### src/rtl/addr_decoder_if.sv
// Signal bundle between the granted master, the address decoder and its four slave ports.
// A bit moves on a rising clk edge where its valid and the matching ready are both 1; valid and data hold until then.
interface addr_decoder_if;
    logic       bus_busy;
    logic       m_mode;
    logic       m_wr_bus;
    logic       m_master_valid;
    logic       m_master_ready;
    logic       m_slave_ready;
    logic       m_slave_valid;
    logic       m_rd_bus;
    logic [3:0] s_mode;
    logic [3:0] s_wr_bus;
    logic [3:0] s_master_valid;
    logic [3:0] s_master_ready;
    logic [3:0] s_rd_bus;
    logic [3:0] s_slave_ready;
    logic [3:0] s_slave_valid;
    logic [3:0] sel;
    logic       addr_err;

    modport slave (
        input  bus_busy, m_mode, m_wr_bus, m_master_valid, m_master_ready,
        input  s_rd_bus, s_slave_ready, s_slave_valid,
        output m_slave_ready, m_slave_valid, m_rd_bus,
        output s_mode, s_wr_bus, s_master_valid, s_master_ready, sel, addr_err
    );

    modport master (
        output bus_busy, m_mode, m_wr_bus, m_master_valid, m_master_ready,
        output s_rd_bus, s_slave_ready, s_slave_valid,
        input  m_slave_ready, m_slave_valid, m_rd_bus,
        input  s_mode, s_wr_bus, s_master_valid, s_master_ready, sel, addr_err
    );
endinterface

### src/rtl/addr_decoder.sv
// Captures a serial master address, decodes it to one of four slaves, replays the local
// address bits to that slave and then passes the transaction through until the bus is released.
module addr_decoder #(
    parameter int ADDR_WIDTH = 16,
    parameter int S1_AW      = 11,
    parameter int S2_AW      = 12,
    parameter int S3_AW      = 12,
    parameter int BB_AW      = 14
) (
    input  logic          clk,
    input  logic          rstn,
    addr_decoder_if.slave bus,
    output logic [2:0]    fsm_state
);
    typedef enum logic [2:0] {IDLE, ADDR, DECODE, REPLAY, PASS, ERR} state_t;

    localparam int CW = $clog2(ADDR_WIDTH + 1);
    localparam int IW = $clog2(ADDR_WIDTH);

    state_t                state;
    logic [ADDR_WIDTH-1:0] addr_sr;
    logic [CW-1:0]         count;
    logic [IW-1:0]         rep_idx;
    logic [3:0]            sel_q;
    logic                  err_q;
    logic                  rep_bit;

    assign fsm_state    = state;
    assign bus.sel      = sel_q;
    assign bus.addr_err = err_q;
    assign rep_bit      = addr_sr[rep_idx];

    always_ff @(posedge clk or negedge rstn) begin
        if (!rstn) begin
            state   <= IDLE;
            addr_sr <= '0;
            count   <= '0;
            rep_idx <= '0;
            sel_q   <= '0;
            err_q   <= 1'b0;
        end else if (state != IDLE && !bus.bus_busy) begin
            // Release by the arbiter aborts whatever is in flight, including the last replay bit.
            state   <= IDLE;
            addr_sr <= '0;
            count   <= '0;
            rep_idx <= '0;
            sel_q   <= '0;
            err_q   <= 1'b0;
        end else begin
            case (state)
                IDLE: begin
                    if (bus.bus_busy && bus.m_master_valid) begin
                        addr_sr <= {addr_sr[ADDR_WIDTH-2:0], bus.m_wr_bus};
                        count   <= CW'(1);
                        state   <= ADDR;
                    end
                end
                ADDR: begin
                    if (bus.m_master_valid) begin
                        addr_sr <= {addr_sr[ADDR_WIDTH-2:0], bus.m_wr_bus};
                        count   <= count + CW'(1);
                        if (count == CW'(ADDR_WIDTH - 1)) state <= DECODE;
                    end
                end
                DECODE: begin
                    if (addr_sr[ADDR_WIDTH-1:S1_AW] == '0) begin
                        sel_q   <= 4'b0001;
                        rep_idx <= IW'(S1_AW - 1);
                        state   <= REPLAY;
                    end else if (addr_sr[ADDR_WIDTH-1:S2_AW] == (ADDR_WIDTH - S2_AW)'(1)) begin
                        sel_q   <= 4'b0010;
                        rep_idx <= IW'(S2_AW - 1);
                        state   <= REPLAY;
                    end else if (addr_sr[ADDR_WIDTH-1:S3_AW] == (ADDR_WIDTH - S3_AW)'(2)) begin
                        sel_q   <= 4'b0100;
                        rep_idx <= IW'(S3_AW - 1);
                        state   <= REPLAY;
                    end else if (addr_sr[ADDR_WIDTH-1:BB_AW] == '1) begin
                        sel_q   <= 4'b1000;
                        rep_idx <= IW'(BB_AW - 1);
                        state   <= REPLAY;
                    end else begin
                        sel_q   <= '0;
                        err_q   <= 1'b1;
                        state   <= ERR;
                    end
                end
                REPLAY: begin
                    if (|(sel_q & bus.s_slave_ready)) begin
                        if (rep_idx == '0) state <= PASS;
                        else rep_idx <= rep_idx - IW'(1);
                    end
                end
                PASS, ERR: ;
                default: state <= IDLE;
            endcase
        end
    end

    // Slave-side outputs are masked by sel so unselected ports never see activity.
    always_comb begin
        bus.m_slave_ready  = 1'b0;
        bus.m_slave_valid  = 1'b0;
        bus.m_rd_bus       = 1'b0;
        bus.s_mode         = '0;
        bus.s_wr_bus       = '0;
        bus.s_master_valid = '0;
        bus.s_master_ready = '0;
        case (state)
            IDLE, ADDR: bus.m_slave_ready = 1'b1;
            REPLAY: begin
                bus.s_mode         = sel_q & {4{bus.m_mode}};
                bus.s_wr_bus       = sel_q & {4{rep_bit}};
                bus.s_master_valid = sel_q;
            end
            PASS: begin
                bus.s_mode         = sel_q & {4{bus.m_mode}};
                bus.s_wr_bus       = sel_q & {4{bus.m_wr_bus}};
                bus.s_master_valid = sel_q & {4{bus.m_master_valid}};
                bus.s_master_ready = sel_q & {4{bus.m_master_ready}};
                bus.m_slave_ready  = |(sel_q & bus.s_slave_ready);
                bus.m_slave_valid  = |(sel_q & bus.s_slave_valid);
                bus.m_rd_bus       = |(sel_q & bus.s_rd_bus);
            end
            default: ;
        endcase
    end
endmodule

### src/flat_wrapper.sv
// flat-port wrapper written by rule: the top's interface ports become plain ports
module addr_decoder_flat 
#(
    parameter int ADDR_WIDTH = 16,
    parameter int S1_AW      = 11,
    parameter int S2_AW      = 12,
    parameter int S3_AW      = 12,
    parameter int BB_AW      = 14
)
  (clk, rstn, fsm_state, bus_bus_busy, bus_m_mode, bus_m_wr_bus, bus_m_master_valid, bus_m_master_ready, bus_s_rd_bus, bus_s_slave_ready, bus_s_slave_valid, bus_m_slave_ready, bus_m_slave_valid, bus_m_rd_bus, bus_s_mode, bus_s_wr_bus, bus_s_master_valid, bus_s_master_ready, bus_sel, bus_addr_err);
  addr_decoder_if bus_i ();
  input  logic clk;
  input  logic rstn;
  output logic [2:0] fsm_state;
  input wire logic [$bits(bus_i.bus_busy)-1:0] bus_bus_busy;
  input wire logic [$bits(bus_i.m_mode)-1:0] bus_m_mode;
  input wire logic [$bits(bus_i.m_wr_bus)-1:0] bus_m_wr_bus;
  input wire logic [$bits(bus_i.m_master_valid)-1:0] bus_m_master_valid;
  input wire logic [$bits(bus_i.m_master_ready)-1:0] bus_m_master_ready;
  input wire logic [$bits(bus_i.s_rd_bus)-1:0] bus_s_rd_bus;
  input wire logic [$bits(bus_i.s_slave_ready)-1:0] bus_s_slave_ready;
  input wire logic [$bits(bus_i.s_slave_valid)-1:0] bus_s_slave_valid;
  output wire logic [$bits(bus_i.m_slave_ready)-1:0] bus_m_slave_ready;
  output wire logic [$bits(bus_i.m_slave_valid)-1:0] bus_m_slave_valid;
  output wire logic [$bits(bus_i.m_rd_bus)-1:0] bus_m_rd_bus;
  output wire logic [$bits(bus_i.s_mode)-1:0] bus_s_mode;
  output wire logic [$bits(bus_i.s_wr_bus)-1:0] bus_s_wr_bus;
  output wire logic [$bits(bus_i.s_master_valid)-1:0] bus_s_master_valid;
  output wire logic [$bits(bus_i.s_master_ready)-1:0] bus_s_master_ready;
  output wire logic [$bits(bus_i.sel)-1:0] bus_sel;
  output wire logic [$bits(bus_i.addr_err)-1:0] bus_addr_err;
  assign bus_i.bus_busy = bus_bus_busy;
  assign bus_i.m_mode = bus_m_mode;
  assign bus_i.m_wr_bus = bus_m_wr_bus;
  assign bus_i.m_master_valid = bus_m_master_valid;
  assign bus_i.m_master_ready = bus_m_master_ready;
  assign bus_i.s_rd_bus = bus_s_rd_bus;
  assign bus_i.s_slave_ready = bus_s_slave_ready;
  assign bus_i.s_slave_valid = bus_s_slave_valid;
  assign bus_m_slave_ready = bus_i.m_slave_ready;
  assign bus_m_slave_valid = bus_i.m_slave_valid;
  assign bus_m_rd_bus = bus_i.m_rd_bus;
  assign bus_s_mode = bus_i.s_mode;
  assign bus_s_wr_bus = bus_i.s_wr_bus;
  assign bus_s_master_valid = bus_i.s_master_valid;
  assign bus_s_master_ready = bus_i.s_master_ready;
  assign bus_sel = bus_i.sel;
  assign bus_addr_err = bus_i.addr_err;
  addr_decoder #(.ADDR_WIDTH(ADDR_WIDTH), .S1_AW(S1_AW), .S2_AW(S2_AW), .S3_AW(S3_AW), .BB_AW(BB_AW)) u_core (.clk(clk), .rstn(rstn), .bus(bus_i), .fsm_state(fsm_state));
endmodule
### config.mk
export PLATFORM = sky130hd
export DESIGN_NAME = addr_decoder_flat
export DESIGN_NICKNAME = d
export VERILOG_FILES = /design/src/rtl/addr_decoder_if.sv /design/src/rtl/addr_decoder.sv /design/src/flat_wrapper.sv
export SDC_FILE = /design/constraint.sdc
export NUM_CORES = 1
export LEC_CHECK = 0
export ABC_AREA = 1
export BUFFER_PORTS_ARGS = -buffer_cell sky130_fd_sc_hd__clkbuf_2
export CAP_MARGIN = 40
export CORE_MARGIN = 8
export CORE_UTILIZATION = 58
export DETAILED_ROUTE_END_ITERATION = 16
export PLACE_DENSITY = 0.91
export SYNTH_ARGS = -nofsm -noshare
export SYNTH_HDL_FRONTEND = slang
export SYNTH_SLANG_ARGS = --single-unit
### constraint.sdc
create_clock -name clk -period 2.5 [get_ports clk]
set_input_delay 0.25 -clock clk [delete_from_list [all_inputs] [get_ports clk]]
set_output_delay 0.25 -clock clk [all_outputs]
set_load 0.05 [all_outputs]
**After elaboration in Yosys (flattened, before gate mapping)**

Index checks and enable logic that the tools add are counted.
Widths: inputs -> output; s select.

- Order comparisons: 1
- $add $sub $neg: 2
- Mux-type cells: 48
- Bitwise logic cells: 8
- Reduce and logical (&&, ||, !) cells: 20
- Equality and inequality tests: 21

Operator list:

| operator | number |
|---|---|
| $mux 4 | 15 |
| $mux 16 | 3 |
| $and 4x4->4 | 8 |
| $pmux 16 s2 | 1 |
| $mux 3 | 10 |
| $pmux 4 s2 | 3 |
| $mux 5 | 3 |
| $pmux 3 s5 | 1 |
| $ne 3x1->1 const B | 4 |
| $reduce_or 4->1 | 3 |
| $ne 2x1->1 const B | 5 |
| $pmux 5 s2 | 1 |
| $mux 1 | 9 |
| $reduce_bool 3->1 | 3 |
| $eq 3x2->1 const B | 2 |
| $eq 3x3->1 const B | 2 |
| $ne 3x2->1 const B | 2 |
| $ne 6x1->1 const B | 1 |
| $reduce_and 6->1 | 1 |
| $reduce_or 2->1 | 3 |
| $add 5x1->5 const B | 1 |
| $eq 5x4->1 const B | 1 |
| $logic_not 5->1 | 1 |
| $lt 4x5->1 const B | 1 |
| other kinds (15) | 16 |

- Bits in registers: 33
- Input bits: 19
- Output and inout bits: 27

**Logic depth before layout (Yosys ltp)**

Gate-level depths: netlist of the first run.

- Depth after elaboration: 7
- Gate-level depth with buffers: 12
- Gate-level depth less buffers: 12

**Worst setup path after synthesis of the first run**

No wires, ideal clock.

- Path kind: register to output
- From: reg u_core.state[0], in the netlist u_core.fsm_state[0]
- To: out bus_m_slave_ready
- Data arrival time: 2.214 ns
- Buffers on the path: 1
- Slack: 0.036 ns
- Data required time: 2.250 ns
- Stages on the path, launching flop included: 5
- Cell sequence: dfrtp_1 buf_2 inv_1 nand3_1 o21ai_0

- Longest elaborated chain between the ends: 3
- Elaborated cells on any way between the ends: 5
- Those cells by class: eq/ne: 2; mux: 1; reduce/logical: 2

RTL lines:

| what | line | source |
|---|---|---|
| start: declaration | addr_decoder.sv:20 | `state_t state;` |
| start signal: assignment | addr_decoder.sv:35 | `state <= IDLE;` |
| start signal: assignment | addr_decoder.sv:43 | `state <= IDLE;` |
| start signal: assignment | addr_decoder.sv:55 | `state <= ADDR;` |
| $eq 3x1->1 or $logic_not 3->1 (tied branches) | addr_decoder.sv:109 | `case (state)` |
| $reduce_or 2->1 | addr_decoder.sv:109 |  |
| $pmux 1 s2 * | addr_decoder.sv:109 |  |
| end: declaration | flat_wrapper.sv:23 | `output wire logic [$bits(bus_i.m_slave_ready)-1:0] bus_m_slave_ready;` |

Every way passes the cells marked *; elsewhere a longest branch is shown, timed or not.

**Worst setup path after layout of the first run**

- From: reg u_core.state[0], in the netlist u_core.fsm_state[0]
- To: out bus_s_wr_bus[3]

- Longest elaborated chain between the ends: 2
- Elaborated cells on any way between the ends: 3
- Those cells by class: eq/ne: 2; mux: 1

RTL lines:

| what | line | source |
|---|---|---|
| $eq 3x3->1 or $eq 3x2->1 (tied branches) | addr_decoder.sv:109 |  |
| $pmux 4 s2 * | addr_decoder.sv:109 |  |
| end: declaration | flat_wrapper.sv:27 | `output wire logic [$bits(bus_i.s_wr_bus)-1:0] bus_s_wr_bus;` |

Marks and branches as above.

==> results of run 1 <==
[final cells by class]
cell class / count / area, µm² / share of cell area
clock buffer: 5 / 37.5 / 0.0156
inverter: 36 / 141 / 0.0589
tap: 46 / 57.6 / 0.0240
timing repair buffer: 48 / 250 / 0.104
sequential: 33 / 827 / 0.344
clock inverter: 3 / 46.3 / 0.0193
multi-input combinational: 217 / 1040 / 0.434
[where the power goes]
group / internal [mW] / switching (mW)
Clock: 0.212 / 0.203
Combinational: 0.437 / 0.975
Sequential: 0.691 / 0.207
Total: 1.34 / 1.38
[logic make-up after synthesis]
family,count (synthesis),share of synthesized area
simple gates,170,0.355
buf+inv,44,0.0899
compound gates,43,0.129
flops,33,0.403
fa+ha+maj,3,0.0183
xor+xnor,1,0.00428
[cell usage after synthesis, drive strengths merged]
| master | number |
|---|---|
| a211oi | 4 |
| a21oi | 9 |
| a31oi | 1 |
| a41oi | 2 |
| and3 | 1 |
| buf | 6 |
| clkbuf | 2 |
| clkinv | 1 |
| dfrtp | 33 |
| ha | 3 |
| inv | 35 |
| nand2 | 87 |
| nand3 | 31 |
| nand3b | 1 |
| nand4 | 1 |
| nor2 | 46 |
| nor3 | 1 |
| o211ai | 2 |
| o21ai | 14 |
| o22ai | 11 |
| or2 | 2 |
| xnor2 | 1 |
[flip-flops by register name (all words and copies together), names as in the netlist]
register / count
u_core.addr_sr: 16
u_core.bus.addr_err: 1
u_core.rep_idx: 4
u_core.fsm_state: 3
u_core.count: 5
u_core.bus.sel: 4
[final timing paths]
kind                                     start  slack (ns)             endpoint
max                        u_core.fsm_state[0]        0.21      bus_s_wr_bus[3]
min reg2reg                u_core.bus.addr_err        0.53  u_core.bus.addr_err
max in group asynchronous                 rstn        1.43    u_core.rep_idx[0]
min                               bus_m_wr_bus        0.19    u_core.addr_sr[0]
max reg2reg                u_core.fsm_state[1]        0.72    u_core.bus.sel[3]
min in group asynchronous                 rstn        0.51    u_core.rep_idx[1]
[worst reg2reg max path, delay by kind of cell (launching register included)]
family	cells	cell delay (ns)
AND/OR/NAND/NOR	2	0.32
flip-flops	1	0.52
buffers and inverters	4	0.53
AO/OA/AOI/OAI	2	0.33
[per-layer routing]
layer	wire length, µm	vias to the layer above	share of wire
met5	0	-	0
met4	80	0	0.015
met3	534	10	0.099
met2	2590	71	0.48
met1	2210	983	0.41
li1	-	1045	-
[what timing repair did]
item / CTS / global route
hold buffers: 1 / 0
buffers inserted: 0 / 0
setup endpoints to repair: 0 / 5
hold endpoints to repair: 33 / 0
gates resized for setup: 0 / 3
[metrics by stage]
stage / instance area (µm²) / hold slack [ns] / setup slack (ns) / total power, mW
2_1_floorplan: 2050 / -0.0456 / 0.0355 / 1.98
3_3_place_gp: 2300 / 0.368 / 0.540 / 2.24
3_5_place_dp: 2300 / 0.368 / 0.481 / 2.29
4_1_cts: 2390 / 0.177 / 0.101 / 2.71
5_1_grt: 2400 / 0.209 / 0.0261 / 2.95
6_report: 2400 / 0.191 / 0.214 / 2.72
==> results.toml, run 1 <==
[status]
status = "complete, no violations"

[routing]
drtAntennaViolNets = 0
drc = 0
dr.pass1.iters = 4
first_iter_violations = 160
routed_wl_um = 5420
avgViaCountPerCell = 5.44
via_count = 2109
routedWlPerCell_um = 14.0

[critical_path]
path_depth = 6
worstSetupStartpointType = "register"
crit_arrival_ns = 2.04
crit_required_ns = 2.25
cp_max_fo = 9
crit_path_end_kind = "output port"
path_cells = "inv_1, nand3_2, or2_2, nand2_1, nor2_1, clkbuf_2"
criticalPathCategory = "reg2out"
cp_slowest_cell = "dfrtp_1"
reg2reg_depth = 8
crit_buf_inv = 2
critPathMaxStageDelay_ns = 0.52
crit_family = "simple AND/OR/NAND/NOR gates"

[sta]
min_period_over_period = 0.914
drv_slew = 0
setup_viol = 0
finalHoldViolations = 0
tns_ns = 0
fmax_mhz = 437
maxSlewHeadroom = 0.463
worstMarginPinSlew_ns = 0.805
period_minus_slack_ns = 2.29
rsz0062_at_grt = "no"
clock_skew_ns = 0.0121

[die]
io_pins = 46
dieArea_mm2 = 0.00569
die_w_um = 75.4
core_area_mm2 = 0.00336
std_cell_rows = 21
initial_core_util = 0.609
dieHeight_um = 75.4

[job]
cap_violations = 0

[synthesis]
synth_cell_types = 32
synthTopCellsByArea = "dfrtp_1 (40%), nand2_1 (15%), nor2_1 (7.9%)"
netlist_instances = 294
syn-num-nets = 316
synth_top_cell_by_area = "dfrtp_1"
synth_top_area_share = 0.403
ys_seq_area_frac = 0.403
ys_warn_count = 0
syn_area_mm2 = 0.00205
synth_seq_cells = 33
avgSynthCellArea_um2 = 6.96

[cts]
clk_path_buf_depth = 2
cts_sinks = 33
clock_tree.root_cell = "clkbuf_4"
htreeDepth = 2
clkTransAtPathRegs_ns = 0.12
clkLatencyLatePin_ns = 0.35
tritoncts = "yes"
numCtsBuffers = 5

[grt]
use_met1 = 0.237
use_met2 = 0.344
grt_max_degree = 34
grt_pass1_vias = 1986
track_usage = 0.204
antenna_found_initial = 0
grt_pass1_wl_um = 8940
met3_usage = 0.0632
busiest_layer = "met2"
grt_overflow = 0

[final_layout]
final_common_cell = "nand2_1"
final_util = 0.714
area_delta_synth_final_pct = 17.4
nFillCells = 300
nNetsFinal = 363
drive_gt1_frac = 0.211
final_cell_mix = "nand2_1 (84), clkbuf_2 (45), nor2_1 (43)"
diodes = 0
stdcell_count = 388

[place]
place_hpwl_um = 4130
placedCellCount = 379
numPortBuffers = 45
gp_congestion = 0.935

[power_and_ir_drop]
power.density_mw_per_mm2 = 1130
peakVddDrop_v = 0.000722
leakagePower_nw = 1.23

[min_path]
min_path_cells = 3
min_path_type = "in2reg"
(Power assumes the default switching activity.)
==> inputs of run 2 (changes only) <==
Settings changed: PLACE_DENSITY 0.91 to 0.88.
==> run 2 against run 1 <==
- wire length fell by 1.6%
- worst hold slack got worse by 0.016 ns
- critical path depth did not move
- setup slack improved by 0.015 ns
- first-iteration DRC count fell by 12%
- largest cell class unchanged
- largest power group unchanged
- global-route usage rose by 0.060 points
- via count fell by 0.90%
- sequential cell count did not move
- non-clock buffer count rose by 1
==> results.toml, run 2 (synthesis gave the netlist of run 1 again) <==
[status]
status = "complete, no violations"

[power_and_ir_drop]
p_seq_frac = 0.328
power.density_mw_per_mm2 = 1140
p_switching_mw = 1.37
peakVddDrop_v = 0.000734
clkPwrFrac = 0.155
p_int_mw = 1.37
power_frac_comb = 0.517
swShare = 0.499
leakagePower_nw = 1.23

[routing]
routedWlPerCell_um = 13.7
dr.pass1.iters = 4
drtAntennaViolNets = 0
avgViaCountPerCell = 5.37
drc = 0
routed_wl_um = 5340
first_iter_violations = 141
via_count = 2090

[place]
numPortBuffers = 45
post_dp_cell_area_mm2 = 0.00230
gp_congestion = 0.881
pre_cts_ws_ns = 0.468
place_hpwl_um = 4000

[final_layout]
nFillCells = 297
final_common_cell = "nand2_1"
final_cell_mix = "nand2_1 (84), clkbuf_2 (44), nor2_1 (43)"
top_regs = "u_core.addr_sr (16), u_core.count (5)"
nNetsFinal = 364
final_area_mm2 = 0.00241
regMostFlops = "u_core.addr_sr"
drive_gt1_frac = 0.213
final_util = 0.718
largest_reg_flops = 16
area_delta_synth_final_pct = 18.0
diodes = 0

[critical_path]
worstSetupStartpointType = "register"
cp_max_fo = 9
crit_arrival_ns = 2.02
criticalPathCategory = "reg2out"
crit_required_ns = 2.25
crit_path_end_kind = "output port"
rrSetupSlack_ns = 0.58

[die]
io_pins = 46
dieHeight_um = 75.4
std_cell_rows = 21
die_w_um = 75.4
initial_core_util = 0.609
dieArea_mm2 = 0.00569
core_area_mm2 = 0.00336

[min_path]
min_path_type = "in2reg"

[sta]
fmax_mhz = 440
period_minus_slack_ns = 2.27
worstMarginPinSlew_ns = 0.806
min_period_over_period = 0.908
setup_viol = 0
holdWs_ns = 0.174
final.setup.worst_slack_ns = 0.229
maxSlewHeadroom = 0.463
clock_skew_ns = 0.0112
drv_slew = 0
finalHoldViolations = 0

[cts]
clkTransAtPathRegs_ns = 0.10
clock_tree.root_cell = "clkbuf_4"
clkLatencyLatePin_ns = 0.34
cts_sinks = 33
numCtsBuffers = 5
htreeDepth = 2
clk_path_buf_depth = 2
tritoncts = "yes"

[grt]
grt_max_degree = 34
track_usage = 0.204
antenna_found_initial = 0
grt_pass1_vias = 1988
grt_overflow = 0
grt_pass1_wl_um = 8840

[job]
cap_violations = 0
[run 2: changes by cell type in the layout (fill, tap and decap cells not counted)]
cell      before  now
buf_2          0    1
buf_4          2    3
clkbuf_2      45   44
clkbuf_8       0    1
clkinv_4       1    0
[run 2: path summary, 6_finish.rpt]
kind	from	endpoint	cells after the start
worst max-delay path	u_core.fsm_state[0]	bus_s_wr_bus[3]	6
worst min-delay path	bus_m_wr_bus	u_core.addr_sr[0]	3
worst max register to register	u_core.rep_idx[0]	u_core.rep_idx[2]	11
worst min register to register	u_core.count[0]	u_core.count[0]	1
max in group asynchronous	rstn	u_core.rep_idx[0]	2
min in group asynchronous	rstn	u_core.addr_sr[9]	2
[run 2: what timing repair did]
action | 4_1_cts | 5_1_grt
endpoints found under the hold margin | 18 | 0
endpoints found under the setup margin | 0 | 4
hold buffers | 1 | 0
buffers inserted | 0 | 1
resized for setup | 0 | 4
[run 2: final cells by class]
class                   count  area [µm²]  area share
multi-input cells         217        1040       0.432
flip-flops and latches     33         827       0.342
repair buffers             49         258       0.107
inverters                  36         141      0.0585
well taps                  46        57.6      0.0238
clock buffers               6        51.3      0.0212
clock inverters             2        37.5      0.0155
[run 2: power groups by stage]
stage	registers, mW	logic (mW)	clock network, mW
detailed placement	0.905	1.38	0
floorplan	0.910	1.07	0
CTS	0.892	1.40	0.438
global route	0.929	1.60	0.462
finish	0.901	1.42	0.424
global placement	0.893	1.34	0
[run 2: stage by stage]
stage / total power [mW] / instances / TNS [ns]
3_5_place_dp: 2.28 / 379 / 0
2_1_floorplan: 1.98 / 294 / 0
4_1_cts: 2.73 / 388 / 0
6_report: 2.74 / 389 / 0
5_1_grt: 2.99 / 389 / -0.000331
3_3_place_gp: 2.24 / 379 / 0
[run 2: critical path, cell delays in order, from the launching register on]
cell and delay [ns]:
dfrtp_1 0.52, inv_1 0.20, nand3_2 0.18, or2_2 0.32, nand2_1 0.16, nor2_1 0.06, clkbuf_2 0.23
[run 2: per-layer routing]
layer | part of all wire | routed length (µm) | vias to the layer above | track usage
met5 | 0 | 0 | - | 0
met4 | 0.030 | 162 | 0 | 0.111
met3 | 0.095 | 508 | 14 | 0.0618
met2 | 0.45 | 2400 | 87 | 0.348
met1 | 0.42 | 2260 | 941 | 0.223
li1 | - | - | 1048 | -
==> inputs of run 3 (changes only) <==
Settings changed: CORE_UTILIZATION 58 to 54, PLACE_DENSITY 0.88 to 0.83.
Clock period 2.5 ns to 2.2 ns, I/O delays scaled along.
==> run 3 against run 2 <==
- worst hold slack got worse by 0.17 ns
- combinational power increased by 18%
- count of clock-buffer cells in the layout unchanged
- critical endpoint unchanged
- highest routed layer unchanged
==> results.toml, run 3 (synthesis gave the netlist of run 1 again) <==
[final_layout]
top_regs = "u_core.addr_sr (16), u_core.count (5)"
regMostFlops = "u_core.addr_sr"
final_cell_mix = "nand2_1 (84), nor2_1 (43), clkbuf_2 (41)"
nNetsFinal = 365
diodes = 0
final_common_cell = "nand2_1"
drive_gt1_frac = 0.210
largest_reg_flops = 16
nFillCells = 328
area_delta_synth_final_pct = 18.5

[critical_path]
crit_required_ns = 1.98
criticalPathCategory = "reg2out"
crit_family = "simple AND/OR/NAND/NOR gates"
cp_slowest_cell = "dfrtp_1"
critPathMaxStageDelay_ns = 0.41
cp_max_fo = 10
worstSetupStartpointType = "register"
crit_top_cell = "nor2_1"
crit_arrival_ns = 1.85
crit_buf_inv = 2
crit_path_end_kind = "output port"
path_cells = "buf_4, o21ai_0, nor2_1, nor2_1, nor2_1, nand2_1, nand2_1, nor2_1, buf_2"

[routing]
drtAntennaViolNets = 0
avgViaCountPerCell = 5.28
via_count = 2065
routedWlPerCell_um = 13.4
first_iter_violations = 109
drc = 0
dr.pass1.iters = 4
routed_wl_um = 5260

[grt]
antenna_found_initial = 0
grt_pass1_wl_um = 8730
grt_pass1_vias = 1930
grt_overflow = 0
grt_max_degree = 34
track_usage = 0.176

[cts]
clock_tree.root_cell = "clkbuf_8"
tritoncts = "yes"
cts_sinks = 33
holdBufCountCts = 0
clkLatencyLatePin_ns = 0.29
htreeDepth = 2
clkTransAtPathRegs_ns = 0.07
clk_path_buf_depth = 2
numCtsBuffers = 5

[die]
dieArea_mm2 = 0.00602
die_w_um = 77.6
io_pins = 46
dieHeight_um = 77.6
initial_core_util = 0.559
std_cell_rows = 22
core_area_mm2 = 0.00366

[sta]
worstMarginPinSlew_ns = 0.794
drv_slew = 0
period_minus_slack_ns = 2.07
tns_ns = 0
setup_viol = 0
clock_skew_ns = 0.0100
final.setup.worst_slack_ns = 0.135
maxSlewHeadroom = 0.470
finalHoldViolations = 0
holdWs_ns = 0.00603
min_period_over_period = 0.939
fmax_mhz = 484

[min_path]
min_path_type = "in2async"

[power_and_ir_drop]
leakagePower_nw = 1.24
peakVddDrop_v = 0.000762
power.density_mw_per_mm2 = 1280

[place]
numPortBuffers = 45
place_hpwl_um = 4060
gp_congestion = 0.900
pre_cts_ws_ns = 0.431

[job]
cap_violations = 0

[status]
status = "complete, no violations"
==> run 3: per-stage QoR <==
stage	instances	utilization	instance area [µm²]	total power, mW
after floorplan	294	-	2050	2.25
after global routing	391	0.662	2420	3.38
after CTS	391	0.659	2410	3.09
after global placement	384	0.635	2320	2.59
after detailed placement	384	0.635	2320	2.63
final	391	0.662	2420	3.10
==> run 3: repair_timing <==
item	in CTS	in global routing
setup endpoints to repair	0	4
setup buffers	0	0
resized for setup	0	9
==> run 3: final timing paths <==
| kind | cells past startpoint | end | startpoint | slack (ns) |
|---|---|---|---|---|
| worst max-delay path | 9 | bus_s_wr_bus[3] | u_core.rep_idx[0] | 0.13 |
| worst min-delay path | 1 | u_core.count[3] | rstn | 0.006 |
| worst max register to register | 9 | u_core.rep_idx[2] | u_core.fsm_state[1] | 0.48 |
| worst min register to register | 1 | u_core.count[0] | u_core.count[0] | 0.52 |
| max in group asynchronous | 1 | u_core.fsm_state[2] | rstn | 1.68 |
| min in group clk | 3 | u_core.addr_sr[0] | bus_m_wr_bus | 0.24 |
==> run 3: area by class of cell <==
cell class | count | area (µm²) | share of cell area
multi-input combinational | 217 | 1040 | 0.428
sequential | 33 | 826 | 0.341
timing repair buffer | 50 | 270 | 0.111
inverter | 36 | 141 | 0.0583
clock buffer | 6 | 82.6 | 0.0341
tap | 48 | 60.1 | 0.0248
clock inverter | 1 | 7.51 | 0.00310
==> run 3: metal layers <==
layer  share of wire  wire, µm  GRT usage  vias up
met5               0         0          0        -
met4          0.0084        44     0.0509        0
met3           0.096       503     0.0680        5
met2            0.46      2410      0.296       72
met1            0.44      2300      0.204      941
li1                -         -          -     1047
==> run 3: power breakdown <==
part | leakage [nW] | switching [mW] | internal, mW
sequential | 0.442 | 0.174 | 0.787
clock | 0.0433 | 0.207 | 0.247
combinational | 0.758 | 1.16 | 0.524
total | 1.24 | 1.54 | 1.56
==> run 3: worst reg2reg max path, delay by kind of cell, from the launching register on <==
family          cells  cell delay (ns)
simple gates        5             0.58
buf+inv             3             0.48
flops               1             0.37
compound gates      1             0.24
